--- src/rtl/v16_pulse_gen.sv ---
// v16_pulse_gen: synthetic ADC pulse source for exercising a shaping filter.
// A start request arms a fixed delay. The latched amplitude is then injected
// into a fixed-point accumulator, which decays exponentially by
// (1 - 2^-TAU_SHIFT) every cycle. A new start during the decay tail piles a
// second pulse on top of the decaying one.
//
// Ports:
//   clk        rising-edge clock
//   reset      synchronous, active-high reset
//   start      pulse request, sampled every edge
//   amplitude  pulse height in LSB, latched when start is accepted
//   adc_data   registered sample: BASELINE + integer part of acc, saturated
//   busy       high whenever the FSM is not in IDLE
//   pulse_mark one-cycle strobe, high while adc_data first shows a new pulse
//   drop       one-cycle strobe, high the cycle after an ignored start
//
// state  | meaning
// IDLE   | accumulator held at zero, waiting for start
// DELAY  | counting down to injection, tail keeps decaying
// INJECT | one cycle: add the latched amplitude into the decaying accumulator
// DECAY  | free decay; returns to IDLE once the next decay step reaches zero
module v16_pulse_gen #(
  parameter int DATA_W    = 12,
  parameter int FRAC_W    = 8,
  parameter int TAU_SHIFT = 4,
  parameter int DELAY_CYC = 3,
  parameter int BASELINE  = 0
) (
  input  logic              clk,
  input  logic              reset,
  input  logic              start,
  input  logic [DATA_W-1:0] amplitude,
  output logic [DATA_W-1:0] adc_data,
  output logic              busy,
  output logic              pulse_mark,
  output logic              drop
);

  localparam int ACC_W = DATA_W + FRAC_W;
  localparam int DATA_MAX_I = (1 << DATA_W) - 1;
  localparam logic [ACC_W-1:0]  ACC_MAX  = '1;
  localparam logic [DATA_W-1:0] DATA_MAX = '1;
  // BASELINE is pre-saturated so the output adder only needs one carry bit.
  localparam logic [DATA_W-1:0] BASE_SAT =
    (BASELINE > DATA_MAX_I) ? DATA_W'(DATA_MAX_I) : DATA_W'(BASELINE);
  localparam logic [7:0] DELAY_LOAD = 8'(DELAY_CYC - 1);

  typedef enum logic [1:0] {IDLE, DELAY, INJECT, DECAY} state_t;

  state_t            state_q, state_d;
  logic [ACC_W-1:0]  acc_q, acc_d, acc_next, acc_shr;
  logic [ACC_W:0]    amp_ext, inj_sum;
  logic [7:0]        cnt_q, cnt_d;
  logic [DATA_W-1:0] amp_q, amp_d;
  logic [DATA_W:0]   out_sum;
  logic [DATA_W-1:0] adc_next;
  logic              start_ign;

  // Once the decrement truncates to zero the residue is flushed, so the tail
  // always terminates instead of sticking at a small nonzero value.
  always_comb begin
    acc_shr = acc_q >> TAU_SHIFT;
    acc_d   = (acc_shr == '0) ? '0 : acc_q - acc_shr;
    amp_ext = {1'b0, amp_q, {FRAC_W{1'b0}}};
    inj_sum = {1'b0, acc_d} + amp_ext;
  end

  always_comb begin
    state_d   = state_q;
    cnt_d     = cnt_q;
    amp_d     = amp_q;
    acc_next  = acc_d;
    start_ign = 1'b0;
    case (state_q)
      IDLE: begin
        acc_next = '0;
        if (start) begin
          state_d = DELAY;
          amp_d   = amplitude;
          cnt_d   = DELAY_LOAD;
        end
      end
      DELAY: begin
        start_ign = start;
        if (cnt_q == 8'd0) state_d = INJECT;
        else               cnt_d   = cnt_q - 8'd1;
      end
      INJECT: begin
        start_ign = start;
        acc_next  = inj_sum[ACC_W] ? ACC_MAX : inj_sum[ACC_W-1:0];
        state_d   = DECAY;
      end
      DECAY: begin
        if (start) begin
          state_d = DELAY;
          amp_d   = amplitude;
          cnt_d   = DELAY_LOAD;
        end else if (acc_d == '0) begin
          state_d = IDLE;
        end
      end
      default: begin
        state_d  = IDLE;
        acc_next = '0;
      end
    endcase
  end

  always_comb begin
    out_sum  = {1'b0, BASE_SAT} + {1'b0, acc_next[ACC_W-1:FRAC_W]};
    adc_next = out_sum[DATA_W] ? DATA_MAX : out_sum[DATA_W-1:0];
  end

  always_ff @(posedge clk) begin
    if (reset) begin
      state_q    <= IDLE;
      acc_q      <= '0;
      cnt_q      <= 8'd0;
      amp_q      <= '0;
      adc_data   <= BASE_SAT;
      pulse_mark <= 1'b0;
      drop       <= 1'b0;
    end else begin
      state_q    <= state_d;
      acc_q      <= acc_next;
      cnt_q      <= cnt_d;
      amp_q      <= amp_d;
      adc_data   <= adc_next;
      pulse_mark <= (state_q == INJECT);
      drop       <= start_ign;
    end
  end

  assign busy = (state_q != IDLE);

endmodule

--- config.mk ---
export PLATFORM = sky130hd
export DESIGN_NAME = v16_pulse_gen
export DESIGN_NICKNAME = d
export VERILOG_FILES = /design/src/rtl/v16_pulse_gen.sv
export SDC_FILE = /design/constraint.sdc
export NUM_CORES = 1
export LEC_CHECK = 0
export CAP_MARGIN = 15
export CORE_ASPECT_RATIO = 1.25
export CORE_MARGIN = 10
export CORE_UTILIZATION = 40
export CTS_CLUSTER_DIAMETER = 100
export DETAILED_ROUTE_END_ITERATION = 16
export MAX_ROUTING_LAYER = met4
export PLACE_DENSITY = 0.68
export SETUP_SLACK_MARGIN = 0.15
export SLEW_MARGIN = 10
export SYNTH_ARGS = -nofsm -noshare
export SYNTH_HDL_FRONTEND = slang
export SYNTH_SLANG_ARGS = --single-unit
--- constraint.sdc ---
create_clock -name clk -period 11.3 [get_ports clk]
set_input_delay 2.26 -clock clk [delete_from_list [all_inputs] [get_ports clk]]
set_output_delay 2.26 -clock clk [all_outputs]
set_load 0.02 [all_outputs]
==> impl_metrics.yaml <==
status:
  status: "finished, final reports clean"
synth:
  synth.net_count: 480
  yosysWarnings: 0
  netlist.area_leader.share_pct: 26.0
  ys.flop_type: "dfxtp_1"
  synth_edf_count: 0
  synth_top_area_cell: "dfxtp_1"
  yosysSeqAreaShare_pct: 26.0
  netlist_area_um2: 3390
  postSynthAreaPerCell_um2: 7.89
  syn_inst: 429
  yosysUniqueCellTypes: 59
  synthArstFlopShare_pct: 0
  synth-seq-cells: 44
  synthTopCellsByArea: "dfxtp_1, ha_1, nand2_1, a21oi_1, nor2_1"
finish:
  synthToLayoutAreaGrowth_pct: 10.5
  fillers: 872
  layout.nets: 493
  stdcell_count: 540
  post-route-util_pct: 45.4
  drive_above_1_share_pct: 5.64
  antenna_cells: 0
timing:
  skew_ns: 0.00683
  min_period_over_period_pct: 39.6
  hold_viol: 0
  grt_setup_unrepaired: "no"
  fmax_mhz: 223
  layout_min_cycle_time_ns: 4.48
  drv_slew: 0
  fin_tns_setup_ns: 0
  finalWorstSetupSlack_ns: 6.82
  max_slew_margin_pct: 39.8
  setup_viol: 0
  tightest_slew_ns: 0.897
cts:
  insertion_delay_ns: 0.30
  hold_buffers: 0
  cts_sinks: 44
  cts-resized-gates: 0
  cts_buffers: 5
  post_cts_buffers: 0
  htree_levels: 2
  clock-root-buffer: "clkbuf_8"
  clock_path_buffers: 2
  cts_tree: "done"
  clk_pin_slew_ns: 0.08
critical_path:
  cp_num_cells: 19
  cp_max_fo: 14
  critPathTopFamily: "compound AO/OA/AOI/OAI gates"
  end_kind: "flop"
  reg2reg_depth: 19
  arrival_ns: 4.64
  start_kind: "flop"
  path_buf_inv: 1
  max_stage_delay_ns: 0.50
  required_ns: 11.47
  cp_slowest_cell: "o41a_1"
  cp_cell_sequence: "ha_1, inv_1, fa_1, a211oi_1, o21ai_2, nand2_1, xor2_1, nor2_1, ha_1, fa_1, a21o_1, a21oi_1, o21bai_1, a31oi_1, o21ai_1, o41a_1, nand2b_1, a21oi_1, nor2_1"
  crit_type: "reg -> reg"
global_route:
  antenna_found_initial: 0
  first_global_vias: 2839
  track_usage_pct: 13.0
  grt_pass1_wl_um: 13200
  overflow: 0
  grt_max_degree: 22
floorplan:
  die_area_um2: 12600
  core_um2: 8240
  row_count: 37
  boundaryPins: 30
  die_w_um: 102
  die_y_um: 123
  initial_core_util_pct: 41.1
route:
  drt-total-wl_um: 7690
  ant_nets: 0
  drc: 0
  routed_via_density: 5.39
  wire_per_inst_um: 14.2
  drt_iter0_drc: 167
  dr.pass1.iters: 4
  vias: 2909
hold_path:
  min_path_type: "reg -> reg"
  hold_path_depth: 2
placement:
  dpl.hpwl_um: 6350
  place_inst: 532
  pre_cts_ws_ns: 6.85
  port_buffers: 29
  routabilityCongestion: 0.887
power:
  p_leak_nw: 1.61
  vdd_drop_max_uv: 152
  p_per_area_nw_per_um2: 348
run:
  drv_cap: 0
## power by group
part | internal, mW | switching (mW) | total, mW
registers | 0.196 | 0.0335 | 0.229
clock network | 0.0488 | 0.0521 | 0.101
logic | 0.406 | 0.565 | 0.971
## state kept, by name (all words and copies together), names as in the netlist
signal / flops
adc_data: 12
pulse_mark: 1
amp_q: 12
state_q: 2
acc_q: 8
drop: 1
cnt_q: 8
## cell usage in the layout, fill, tap and decap left out, drive strengths merged, types with 10 or more instances in the layout
cell and n:
nor2 43, ha 34, inv 31, nand2 60, xnor2 17, dfxtp 44
o21ai 30, xor2 10, a21oi 36, clkdlybuf4s50 29
## area by class of cell
type,count,area [µm²],area share (%)
timing repair buffer,29,290,7.76
clock inverter,2,10.0,0.268
multi-input combinational,331,2240,59.9
tap,97,121,3.25
clock buffer,6,82.6,2.21
inverter,31,116,3.11
sequential,44,881,23.6
## per-layer routing
metal	track usage, %	wire length (µm)	vias up
met3	2.42	271	17
met2	21.6	3680	55
met5	-	0	-
met4	5.21	184	0
li1	-	-	1520
met1	15.2	3560	1317
## cells by family (layout without fill, tap and decap cells)
logic type	count (synthesis)	count (layout)	synth area share (%)
DFF	44	44	26.0
xor gates and xnor gates	27	27	6.98
adders and majority gates	36	36	13.7
and+or+nand+nor	150	150	20.7
buffers and inverters	54	68	7.87
AOI/OAI and AO/OA	112	112	22.7
muxes	6	6	1.96
## metrics by stage
stage | hold WS, ns | total power [mW] | area (µm²)
5_1_grt | 0.498 | 1.43 | 3740
3_5_place_dp | 0.455 | 1.19 | 3650
6_report | 0.464 | 1.30 | 3740
3_3_place_gp | 0.454 | 1.17 | 3650
2_1_floorplan | 0.441 | 1.00 | 3390
4_1_cts | 0.469 | 1.30 | 3740
## Yosys cell counts, types with 3 or more instances
cell      count
nand2_1      60
nand3_1       5
and3_1        3
ha_1         34
a21o_1        8
a21oi_1      35
o21ai_0      26
a31oi_1       4
nor3_1        8
nor4_1        4
dfxtp_1      44
buf_4        13
nor2_1       43
clkbuf_1      8
xnor2_1      17
mux2i_1       4
o21a_1        3
xor2_1       10
and2_1        4
nand4_1       4
nand2b_1      6
o21bai_1      3
inv_1        31
o211ai_1      4
o21ai_1       3
## path summary, 6_finish.rpt
path            start  slack, ns       end
max          acc_q[4]       6.82  acc_q[6]
min          amp_q[3]       0.46  amp_q[3]
max reg2reg  acc_q[4]       6.82  acc_q[6]
min reg2reg  amp_q[3]       0.46  amp_q[3]
## worst reg2reg max path: stages, from the launching register on
cell and delay (ns):
dfxtp_1 0.38, ha_1 0.17, inv_1 0.05, fa_1 0.41
a211oi_1 0.37, o21ai_2 0.15, nand2_1 0.12, xor2_1 0.21
nor2_1 0.07, ha_1 0.21, fa_1 0.41, a21o_1 0.19
a21oi_1 0.23, o21bai_1 0.12, a31oi_1 0.22, o21ai_1 0.13
o41a_1 0.50, nand2b_1 0.22, a21oi_1 0.14, nor2_1 0.05
(Power assumes the default switching activity.)
